### src/rtl/sine_sched_pkg.sv
// Shared types and helpers for the sine request scheduler and its arbiter.
package sine_sched_pkg;

  typedef enum logic [2:0] {
    StIdle,
    StStart,
    StWait,
    StRecover,
    StResp
  } sched_state_e;

  // Ceiling log2, usable in constant expressions; returns 0 for values <= 1.
  function automatic int unsigned clog2(input int unsigned value);
    int unsigned res;
    res = 0;
    for (int unsigned i = 0; i < 32; i++) begin
      if ((32'd1 << i) < value) res = i + 1;
    end
    return res;
  endfunction

endpackage

### src/rtl/rr_arbiter.sv
// Combinational round-robin arbiter: grants the first requester at or after ptr_i, wrapping.
module rr_arbiter
  import sine_sched_pkg::*;
#(
  parameter int unsigned N    = 4,
  parameter int unsigned IdxW = clog2(N)
) (
  input  logic [N-1:0]    req_i,
  input  logic [IdxW-1:0] ptr_i,
  output logic [N-1:0]    gnt_o,
  output logic [IdxW-1:0] idx_o,
  output logic            valid_o
);

  logic [IdxW-1:0] cand;

  always_comb begin
    gnt_o   = '0;
    idx_o   = '0;
    valid_o = 1'b0;
    cand    = '0;
    for (int unsigned k = 0; k < N; k++) begin
      if (!valid_o) begin
        cand = IdxW'((32'(ptr_i) + k) % N);
        if (req_i[cand]) begin
          valid_o     = 1'b1;
          idx_o       = cand;
          gnt_o[cand] = 1'b1;
        end
      end
    end
  end

endmodule

### src/rtl/sine_req_scheduler.sv
// Time-shares one iterative sine core among N_REQ requesters, one request in flight,
// with a watchdog that resets a hung core and reports an error response.
module sine_req_scheduler
  import sine_sched_pkg::*;
#(
  parameter int unsigned N_REQ       = 4,
  parameter int unsigned DATA_W      = 16,
  parameter int unsigned TIMEOUT     = 64,
  parameter int unsigned RECOVER_CYC = 2
) (
  input  logic                      Clk_i,
  input  logic                      Rst_n_i,
  input  logic [N_REQ-1:0]          Req_valid_i,
  input  logic [N_REQ*DATA_W-1:0]   Req_angle_i,
  output logic [N_REQ-1:0]          Req_ready_o,
  output logic                      Resp_valid_o,
  input  logic                      Resp_ready_i,
  output logic [clog2(N_REQ)-1:0]   Resp_id_o,
  output logic [DATA_W-1:0]         Resp_sine_o,
  output logic                      Resp_err_o,
  output logic                      Core_start_o,
  output logic                      Core_rst_o,
  output logic [DATA_W-1:0]         Core_angle_o,
  input  logic [DATA_W-1:0]         Core_sine_i,
  input  logic                      Core_done_i,
  output logic                      Busy_o
);

  localparam int unsigned IdW    = clog2(N_REQ);
  localparam int unsigned TimerW = clog2(TIMEOUT) + 1;
  localparam int unsigned RcW    = clog2(RECOVER_CYC) + 1;

  sched_state_e      state_q, state_d;
  logic [IdW-1:0]    ptr_q, ptr_d;
  logic [IdW-1:0]    id_q, id_d;
  logic [DATA_W-1:0] angle_q, angle_d;
  logic [DATA_W-1:0] sine_q, sine_d;
  logic              err_q, err_d;
  logic [TimerW-1:0] timer_q, timer_d;
  logic [RcW-1:0]    rcnt_q, rcnt_d;
  logic              core_rst_q;

  logic [N_REQ-1:0]  arb_gnt;
  logic [IdW-1:0]    arb_idx;
  logic              arb_valid;
  logic [DATA_W-1:0] sel_angle;

  rr_arbiter #(
    .N    (N_REQ),
    .IdxW (IdW)
  ) u_arb (
    .req_i   (Req_valid_i),
    .ptr_i   (ptr_q),
    .gnt_o   (arb_gnt),
    .idx_o   (arb_idx),
    .valid_o (arb_valid)
  );

  assign sel_angle = Req_angle_i[32'(arb_idx) * DATA_W +: DATA_W];

  always_comb begin
    state_d     = state_q;
    ptr_d       = ptr_q;
    id_d        = id_q;
    angle_d     = angle_q;
    sine_d      = sine_q;
    err_d       = err_q;
    timer_d     = timer_q;
    rcnt_d      = rcnt_q;
    Req_ready_o = '0;
    unique case (state_q)
      StIdle: begin
        if (arb_valid) begin
          Req_ready_o = arb_gnt;
          angle_d     = sel_angle;
          id_d        = arb_idx;
          state_d     = StStart;
        end
      end
      StStart: begin
        timer_d = '0;
        state_d = StWait;
      end
      StWait: begin
        // Done takes priority over a timeout landing in the same cycle.
        if (Core_done_i) begin
          sine_d  = Core_sine_i;
          err_d   = 1'b0;
          state_d = StResp;
        end else if (timer_q == TimerW'(TIMEOUT - 1)) begin
          sine_d  = '0;
          err_d   = 1'b1;
          rcnt_d  = '0;
          state_d = StRecover;
        end else begin
          timer_d = timer_q + 1'b1;
        end
      end
      StRecover: begin
        if (rcnt_q == RcW'(RECOVER_CYC - 1)) begin
          state_d = StResp;
        end else begin
          rcnt_d = rcnt_q + 1'b1;
        end
      end
      StResp: begin
        if (Resp_ready_i) begin
          ptr_d   = (id_q == IdW'(N_REQ - 1)) ? '0 : id_q + 1'b1;
          state_d = StIdle;
        end
      end
      default: state_d = StIdle;
    endcase
  end

  always_ff @(posedge Clk_i or negedge Rst_n_i) begin
    if (!Rst_n_i) begin
      state_q    <= StIdle;
      ptr_q      <= '0;
      id_q       <= '0;
      angle_q    <= '0;
      sine_q     <= '0;
      err_q      <= 1'b0;
      timer_q    <= '0;
      rcnt_q     <= '0;
      core_rst_q <= 1'b1;
    end else begin
      state_q    <= state_d;
      ptr_q      <= ptr_d;
      id_q       <= id_d;
      angle_q    <= angle_d;
      sine_q     <= sine_d;
      err_q      <= err_d;
      timer_q    <= timer_d;
      rcnt_q     <= rcnt_d;
      // Keeps the core in reset until the first edge after Rst_n_i releases.
      core_rst_q <= 1'b0;
    end
  end

  assign Core_start_o = (state_q == StStart);
  assign Core_rst_o   = core_rst_q | (state_q == StRecover);
  assign Core_angle_o = angle_q;
  assign Resp_valid_o = (state_q == StResp);
  assign Resp_id_o    = id_q;
  assign Resp_sine_o  = sine_q;
  assign Resp_err_o   = err_q;
  assign Busy_o       = (state_q != StIdle);

endmodule

### config.mk
export PLATFORM = sky130hd
export DESIGN_NAME = sine_req_scheduler
export DESIGN_NICKNAME = d
export VERILOG_FILES = /design/src/rtl/sine_sched_pkg.sv /design/src/rtl/rr_arbiter.sv /design/src/rtl/sine_req_scheduler.sv
export SDC_FILE = /design/constraint.sdc
export NUM_CORES = 1
export LEC_CHECK = 0
export ABC_AREA = 0
export CORE_MARGIN = 4
export CORE_UTILIZATION = 44
export CTS_CLUSTER_DIAMETER = 100
export CTS_CLUSTER_SIZE = 12
export DETAILED_ROUTE_END_ITERATION = 16
export GPL_ROUTABILITY_DRIVEN = 0
export PLACE_DENSITY = 0.81
export SETUP_SLACK_MARGIN = 0.05
export SLEW_MARGIN = 20
export SYNTH_ARGS = -nofsm -noshare
export SYNTH_HDL_FRONTEND = slang
export SYNTH_HIERARCHICAL = 1
export SYNTH_SLANG_ARGS = --single-unit
export TNS_END_PERCENT = 5
### constraint.sdc
create_clock -name Clk_i -period 4.4 [get_ports Clk_i]
set_clock_uncertainty 0.15 [all_clocks]
set_input_delay 0.88 -clock Clk_i [delete_from_list [all_inputs] [get_ports Clk_i]]
set_output_delay 0.88 -clock Clk_i [all_outputs]
set_load 0.02 [all_outputs]
* Yosys cells after proc, flatten, opt, wreduce, memory -nomap -nowiden
Cells that the tools add are included.
W data, S select, Z words.
** Word-level totals
- Register bits :: 50
- Bits in latches :: 0
- RAM bits :: 0
- Memory bits (read-only) :: 0
- Bits of input ports :: 88
- Output and inout port bits :: 43
- Word-level logic and storage cells :: 115
- Memories :: 0
** Cells by class
- $add $sub $neg :: 6
- Multipliers :: 0
- Div/mod/pow operators :: 0
- Order comparisons :: 8
- Equal/unequal tests :: 15
- Shift operators :: 1
- Multiplexer cells :: 57
- Bitwise gates (word level) :: 4
- Reduce and logical (&&, ||, !) cells :: 15
** Operator list (number)
- $shiftx A64 B7 Y16 :: 1
- $mux W4 :: 9
- $mux W16 :: 2
- $mux W2 :: 11
- $mux W1 :: 17
- $mux W3 :: 5
- $pmux W3 S5 :: 1
- $mux W7 :: 2
- $pmux W7 S2 :: 1
- $lt A2 B3 Y1 const B :: 4
- $ne A2 B2 Y1 const B :: 6
- $or A4 B4 Y4 :: 3
- $bmux W1 S2 :: 4
- $demux W1 S2 :: 4
- $ge A2 B1 Y1 const B :: 4
- $reduce_and A4 Y1 :: 2
- $add A7 B1 Y7 const B :: 1
- $eq A7 B6 Y1 const B :: 1
- $add A2 B1 Y2 const B :: 3
- $eq A3 B2 Y1 const B :: 2
- $reduce_and A2 Y1 :: 3
- $reduce_bool A2 Y1 :: 3
- $add A2 B2 Y2 const B :: 2
- $logic_and A1 B1 Y1 :: 4
- 11 further kinds :: 11

* Depth between registers and ports, before layout
Gate-level depths: netlist (run 1).
- Word-level depth :: 16
- Gate-level depth with buffers :: 12
- Depth with buffers taken out :: 9

* By module
Netlist (run 1), hierarchy kept.
** By module, submodules not included
- sine_req_scheduler :: instances 1, cells each 190, area an instance 2681.3 sq um, seq. area each 1252.5 sq um
- rr_arbiter :: instances 1, cells each 75, area an instance 616.8 sq um, seq. area each 0.0 sq um

* Worst setup path after synthesis (run 1)
OpenSTA, ideal clock, no wires.
- Kind :: register -> register
- Start :: register ptr_q[1]
- End :: register angle_q[10], in the netlist Core_angle_o[10]
- Setup time :: 0.125 ns
- Data arrival time :: 3.333 ns
- Data required time :: 4.125 ns
- Path slack :: 0.792 ns
- Cell stages (with the launch flop) :: 12
- Buffers on the path :: 4
- Clock period less this slack :: 3.608 ns
- Cell sequence :: dfrtp_1 clkbuf_1 inv_1 ha_1 buf_2 mux4_2 or3_4 o32ai_2 clkbuf_1 buf_2 mux4_2 mux2_4
** Between the ends
- Word-level cells in the longest chain between the ends :: 10
- Elaborated cells between the ends (all ways) :: 27
- Classes of those cells :: add/sub (3); shift (1); mux (22); reduce/logical (1)
** Ends and longest elaborated chain
- start: declaration :: line sine_req_scheduler.sv:34 : logic [IdW-1:0] ptr_q, ptr_d;
- start signal: assignment :: line sine_req_scheduler.sv:129 : ptr_q <= ptr_d;
- $add A2 B1 Y2 or $bmux W1 S2 (tied branches) :: line rr_arbiter.sv:24, rr_arbiter.sv:25
- $bmux W1 S2 or $mux W1 (tied branches) :: line rr_arbiter.sv:25 : if (req_i[cand]) begin
- $mux W1 (not written as such) or $mux W2 (tied branches) :: line rr_arbiter.sv:25
- $mux W2 :: line rr_arbiter.sv:25
- $mux W2 :: line rr_arbiter.sv:23 : if (!valid_o) begin
- $mux W2 :: line rr_arbiter.sv:25
- $mux W2 :: line rr_arbiter.sv:23
- $mux W2 :: line rr_arbiter.sv:25
- $mux W2 * :: line rr_arbiter.sv:23
- named net arb_idx[1] :: line sine_req_scheduler.sv:44 : logic [IdW-1:0] arb_idx;
- $shiftx A64 B7 Y16 * :: line sine_req_scheduler.sv:59 : assign sel_angle = Req_angle_i[32'(arb_idx) * DATA_W +: DATA_W];
- end signal: assignment :: line sine_req_scheduler.sv:131 : angle_q <= angle_d;
- end: declaration :: line sine_req_scheduler.sv:36 : logic [DATA_W-1:0] angle_q, angle_d;
Mark *: on every way through the listed nets, which the timed path passes. The rest lies on a longest branch. The select of a mux whose other input is x is not followed.
A chain may end at the register's enable or synchronous reset.

* Final worst setup path (run 1)
- Start :: input port Req_valid_i[3]
- End :: output port Req_ready_o[0]
** Between the ends
- Word-level cells in the longest chain between the ends :: 14
- Elaborated cells between the ends (all ways) :: 27
- Classes of those cells :: mux (24); bitwise (3)
** Ends and longest elaborated chain
- start: declaration :: line sine_req_scheduler.sv:13 : input logic [N_REQ-1:0] Req_valid_i,
- $bmux W1 S2 :: line rr_arbiter.sv:25
- $mux W1 (not written as such) :: line rr_arbiter.sv:25
- $mux W4 :: line rr_arbiter.sv:25
- $or A4 B4 Y4 (no line)
- $mux W4 :: line rr_arbiter.sv:25
- $mux W4 :: line rr_arbiter.sv:23
- $or A4 B4 Y4 (no line)
- $mux W4 :: line rr_arbiter.sv:25
- $mux W4 :: line rr_arbiter.sv:23
- $or A4 B4 Y4 (no line)
- $mux W4 :: line rr_arbiter.sv:25
- $mux W4 * :: line rr_arbiter.sv:23
- named net arb_gnt[0] :: line sine_req_scheduler.sv:43 : logic [N_REQ-1:0] arb_gnt;
- $mux W4 * :: line sine_req_scheduler.sv:73 : if (arb_valid) begin
- $mux W4 * :: line sine_req_scheduler.sv:71 : unique case (state_q)
- end: declaration :: line sine_req_scheduler.sv:15 : output logic [N_REQ-1:0] Req_ready_o,
Marked as above.

==> out/metrics.cfg, run 1 <==
[grt]
grt_pass1_vias = 2656
overflow = 0
antenna_found_initial = 0
grt_max_degree = 51
grt.total_usage = 0.184
grt_pass1_wl_um = 13200

[route]
drt_pass1_iterations = 4
avgViaCountPerCell = 5.57
vias = 2761
wl_per_cell_um = 17.3
dr.first_iter.drc_count = 165
detail-route-antenna-nets = 0
drcViolationCount = 0
routed_wl_um = 8560

[power]
cell_internal_pwr_mw = 1.98
power_density_nw_per_um2 = 709
pwr-share-seq = 0.242
p_comb_frac = 0.676
p_switching_mw = 1.39
swShare = 0.411
ir_drop_mv = 0.421
total_power_mw = 3.37
p_leak_nw = 2.07
pwr-share-clk = 0.082

[min_path]
hold_path.class = reg -> reg

[timing]
max_freq_mhz = 249
period_share = 0.912
fin_tns_setup_ps = 0
fin_crit_ps = 4010
worst_pin_slew_ps = 683
hold_viol_final = 0
rsz0062_at_grt = no
report.final.slew_viol_count = 0
hold_slack_ps = 357
finalSetupViolCount = 0
slew_headroom = 0.545

[flow_run]
maxCapViolCount = 0

[synth]
synth_ff_type = dfrtp_1
postSynthAreaPerCell_um2 = 12.4
synth_top_area_frac = 0.372
syn_nets = 362
synth_commonest_cells = dfrtp_1 (49), a22o_1 (16), mux4_2 (13)
ys_seq_area_frac = 0.380
synth-edff-count = 0
yosysUniqueCellTypes = 53
ys_warn_count = 6
netlist_area_um2 = 3300
synthCells = 265
synth_async_sr_flop_share = 1.00
yosysMostFrequentCell = dfrtp_1
ys_ff_latch = 50
synth.area.top_cells = dfrtp_1 (37%), mux4_2 (8.9%), mux4_1 (5.6%), mux2_4 (5.5%), a22o_1 (4.2%)
synth_area_leader_cell = dfrtp_1

[floorplan]
start_util = 0.455
die_x_um = 94.6
core-area_um2 = 7250
pin_count = 131
die_height_um = 94.6
dieArea_um2 = 8950
num_rows = 31

[setup_path]
crit_fanout = 6
arrival_ps = 2980
end_kind = output pin
reg2reg_to = Core_angle_o[6]
reg2regPathDepth = 9
crit_end = Req_ready_o[0]
crit_required_ps = 3370
crit_start = Req_valid_i[3]
critPathLaunchType = input port
rrSetupSlack_ps = 690
r2r_start = ptr_q[1]
crit_type = in -> out

[clocking]
clkTransAtPathRegs_ps = 100
cts_setup_buffers = 0
h-tree-depth = 2
cts_max_path_buffers = 2
tritoncts.num_buffers = 5
cts.hold.buffers_added = 0
cts_tree = built
clockRootBuffer = clkbuf_8
clkLatencyLatePin_ps = 300
cts_sinks = 50

[layout]
final_net_count = 493
n_antenna_cell = 0
area_growth_pct = 44.0
drive_above_1_share = 0.181

[status]
status = finished clean

[place]
detailed_place_hpwl_um = 6480
numPortBuffers = 130

## area by class of cell
type	count	area, um2
Timing Repair Buffer	143	1400
Multi-Input combinational cell	186	1840
Inverter	10	37.5
Clock buffer	5	68.8
Fill cell	575	2500
Sequential cell	50	1250
Tap cell	99	124
Clock inverter	3	26.3
## cell families after synthesis
group                      Yosys count  share of synthesized area
AOI/OAI and AO/OA                   65                      0.146
and+or+nand+nor                     61                      0.116
DFF                                 50                      0.380
muxes                               49                      0.255
buffers and inverters               29                     0.0652
adders and majority gates            9                     0.0341
other                                1                    0.00114
xor gates and xnor gates             1                    0.00266
## worst min path at each step
stage               slack, ps         endpoint  cells past startpoint       startpoint
CTS                       360  Resp_sine_o[15]                      1  Resp_sine_o[15]
detailed placement        330       timer_q[5]                      1       timer_q[5]
finish                    360  Resp_sine_o[15]                      1  Resp_sine_o[15]
global placement          320       timer_q[5]                      1       timer_q[5]
global route              380  Core_angle_o[8]                      1  Core_angle_o[8]
floorplan                 290       timer_q[5]                      1       timer_q[5]
## registers in the layout, indices dropped and copies added (netlist names)
signal and flops:
rcnt_q 2, Resp_id_o 2, state_q 3, ptr_q 2
Core_angle_o 16, timer_q 7, Resp_err_o 1, Resp_sine_o 16
core_rst_q 1
## timing repair
item,4_1_cts,5_1_grt
endpoints found under the hold margin,0,0
setup endpoints to repair,1,4
cloned,0,0
pin swaps,0,0
gates resized for setup,2,4
## placed cells by master, fill, tap and decap left out, drive strengths merged, types with 2 or more instances in the layout
master | synthesis | layout
nand2 | 11 | 11
a31oi | 7 | 7
and3 | 9 | 9
buf | 15 | 14
mux4 | 20 | 20
clkbuf | 4 | 5
o2bb2ai | 4 | 4
ha | 9 | 9
mux2 | 23 | 23
dlymetal6s2s | 0 | 4
and2 | 3 | 3
o22ai | 10 | 10
and4 | 2 | 2
nor2b | 7 | 7
a221o | 2 | 2
nand2b | 6 | 6
dfrtp | 49 | 49
a21oi | 7 | 7
clkdlybuf4s50 | 0 | 125
nor2 | 13 | 13
o21ai | 7 | 7
a22o | 16 | 16
a211oi | 2 | 2
inv | 10 | 12
nor3 | 4 | 4
mux2i | 6 | 6
a211o | 2 | 2
## layer usage
metal / GRT usage / up-vias / wire length (um)
li1: - / 1278 / -
met1: 0.247 / 1356 / 3540
met2: 0.303 / 117 / 4230
met3: 0.0422 / 10 / 664
met4: 0.0457 / 0 / 119
met5: 0 / - / 0
## critical path: stages
cell,delay [ps]
clkdlybuf4s50_1,450
buf_4,170
mux2i_1,410
nor3b_1,130
a2111oi_2,430
o2bb2ai_1,130
and3_1,180
dlymetal6s2s_1,200
## metrics by stage
| step | util | std cells | cell area, um2 | worst slack [ps] |
|---|---|---|---|---|
| floorplan | - | 265 | 3300 | 792 |
| global placement | 0.639 | 488 | 4640 | 123 |
| detailed placement | 0.639 | 488 | 4640 | -25.3 |
| CTS | 0.653 | 496 | 4740 | 58.0 |
| global route | 0.655 | 496 | 4750 | 303 |
| finish | 0.655 | 496 | 4750 | 388 |
## power by group through the flow
stage	clock, mW	combinational [mW]	sequential, mW
floorplan	0	1.50	0.964
global placement	0	2.22	0.812
detailed placement	0	2.27	0.822
CTS	0.285	2.29	0.815
global route	0.305	2.44	0.845
finish	0.276	2.28	0.814
(Power assumes the default switching activity.)
==> run 2: changes to the inputs <==
Settings changed: CORE_UTILIZATION 44 to 64, DONT_BUFFER_PORTS set to 1, PLACE_DENSITY 0.81 to 0.8.
==> run 2 against run 1 <==
  * Via count is 21% lower
  * First-iteration DRC count is 11% lower
  * Flip-flop and latch count unchanged
  * Global-route usage rose by 2.8 points
  * Utilization grew 3.1 points
  * Routed wire length down 20%
  * Clock power is 1% higher
  * Worst hold slack worse by 250 ps
  * Critical endpoint unchanged
  * Critical path depth is 1 lower
  * Cell area is 30% lower
  * Combinational power down 33%
  * Highest routed layer unchanged
==> out/metrics.cfg, run 2 (synthesis gave the netlist of run 1 again) <==
[timing]
period_share = 0.854  ; -0.0574
fin_crit_ps = 3760  ; -253 ps
report.final.slew_viol_count = 0  ; unchanged
fin_tns_setup_ps = 0  ; unchanged
slew_headroom = 0.348  ; -0.197
finalSetupViolCount = 0  ; unchanged
hold_viol_final = 0  ; unchanged
rsz0062_at_grt = no
worst_pin_slew_ps = 977  ; +295 ps
max_freq_mhz = 266  ; +6.7%

[route]
dr.first_iter.drc_count = 147  ; -11%
routed_wl_um = 6850  ; -20%
detail-route-antenna-nets = 0  ; unchanged
avgViaCountPerCell = 6.70  ; +20%
wl_per_cell_um = 21.1  ; +23%
drt_pass1_iterations = 5  ; +1
vias = 2170  ; -21%
drcViolationCount = 0  ; unchanged

[setup_path]
crit_start = ptr_q[1]
end_kind = output pin
critPathLaunchType = flip-flop
r2r_start = ptr_q[1]
reg2reg_to = Core_angle_o[6]
reg2regPathDepth = 8  ; -1
crit_required_ps = 3370  ; about the same
max_stage_delay_ps = 500  ; +50 ps
crit_type = reg -> out
crit_chain = inv_1 -> ha_1 -> mux2i_1 -> nor3b_1 -> a2111oi_0 -> o2bb2ai_1 -> and3_1
crit_fanout = 9  ; +3
slowest_stage = ha_1
arrival_ps = 2730  ; -250 ps
crit_end = Req_ready_o[0]
rrSetupSlack_ps = 660  ; -30 ps

[grt]
grt_pass1_wl_um = 10700  ; -19%
antenna_found_initial = 0  ; unchanged
grt_max_degree = 51  ; unchanged
overflow = 0  ; unchanged
grt.total_usage = 0.212  ; +0.0284
grt_pass1_vias = 2150  ; -19%

[place]
numPortBuffers = 0  ; -100%
detailed_place_hpwl_um = 5170  ; -20%
placed_area_um2 = 3230  ; -30%

[layout]
fillers = 350  ; -39%
final_cell_mix = dfrtp_1 (49), a22o_1 (16), mux4_2 (13), mux2_4 (12)
post-route-util = 0.686  ; +0.0309
n_antenna_cell = 0  ; unchanged
design_area_um2 = 3320  ; -30%
drive_above_1_share = 0.233  ; +0.0521
final_net_count = 353  ; -28%
layout_commonest_cell = dfrtp_1
area_growth_pct = 0.797

[status]
status = finished clean

[power]
power_density_nw_per_um2 = 855  ; +21%
p_leak_nw = 1.46  ; -30%
ir_drop_mv = 0.484  ; +15%

[floorplan]
die_height_um = 79.8  ; -16%
dieArea_um2 = 6370  ; -29%
num_rows = 25  ; -19%
pin_count = 131  ; unchanged
core-area_um2 = 4850  ; -33%
start_util = 0.680  ; +0.226
die_x_um = 79.8  ; -16%

[clocking]
clockRootBuffer = clkbuf_8
cts.hold.buffers_added = 0  ; unchanged
cts_setup_buffers = 0  ; unchanged
cts_tree = built
clkLatencyLatePin_ps = 300  ; about the same
cts_resized = 0  ; -2
cts_max_path_buffers = 2  ; unchanged
h-tree-depth = 2  ; unchanged
clkTransAtPathRegs_ps = 100  ; about the same
cts_sinks = 50  ; unchanged
tritoncts.num_buffers = 5  ; unchanged

[min_path]
hold_path.class = in -> async

[flow_run]
maxCapViolCount = 0  ; unchanged

## run 2: cell count changes in the layout (fill, tap and decap cells not counted), moves of 2 or more
cell / previous run / this run
dlymetal6s2s_1: 4 / 0
clkdlybuf4s50_1: 125 / 0
buf_4: 13 / 3
inv_6: 2 / 0
## run 2: worst min-delay path by stage
| stage | from | to | slack (ps) | cells after the start |
|---|---|---|---|---|
| 4_1_cts | Rst_n_i | Resp_sine_o[11] | 100 | 0 |
| 6_report | Rst_n_i | timer_q[6] | 110 | 0 |
| 3_3_place_gp | timer_q[5] | timer_q[5] | 330 | 1 |
| 5_1_grt | Rst_n_i | Resp_sine_o[14] | 90 | 0 |
| 3_5_place_dp | timer_q[5] | timer_q[5] | 340 | 1 |
| 2_1_floorplan | timer_q[5] | timer_q[5] | 290 | 1 |
## run 2: area by class of cell
class	count	area [um2]	share of cell area
Sequential cell	50	1250	0.377
Inverter	10	37.5	0.0113
Multi-Input combinational cell	186	1830	0.551
Clock inverter	3	28.8	0.00866
Tap cell	67	83.8	0.0252
Timing Repair Buffer	3	22.5	0.00677
Clock buffer	5	68.8	0.0207
## run 2: routing by layer
layer | GRT usage | routed length (um)
met1 | 0.289 | 2740
met2 | 0.338 | 3390
met3 | 0.0655 | 691
met4 | 0.0473 | 31
met5 | 0 | 0
## run 2: through the flow
stage	hold slack [ps]	setup slack, ps	power, mW	cells
floorplan	293	792	2.46	265
finish	107	641	2.84	324
global route	85.4	478	3.03	324
detailed placement	336	686	2.57	316
CTS	101	678	2.86	324
global placement	332	794	2.54	316
## run 2: critical path: cells and delay by family (launching register included)
| kind | cells | cell delay, ps |
|---|---|---|
| compound gates | 2 | 620 |
| fa+ha+maj | 1 | 500 |
| mux | 1 | 470 |
| simple gates | 2 | 370 |
| flops | 1 | 360 |
| buf+inv | 1 | 110 |
## run 2: report_power, final
part / internal [mW] / switching (mW) / total [mW]
Sequential: 0.658 / 0.385 / 1.04
Combinational: 0.801 / 0.718 / 1.52
Clock: 0.118 / 0.162 / 0.280
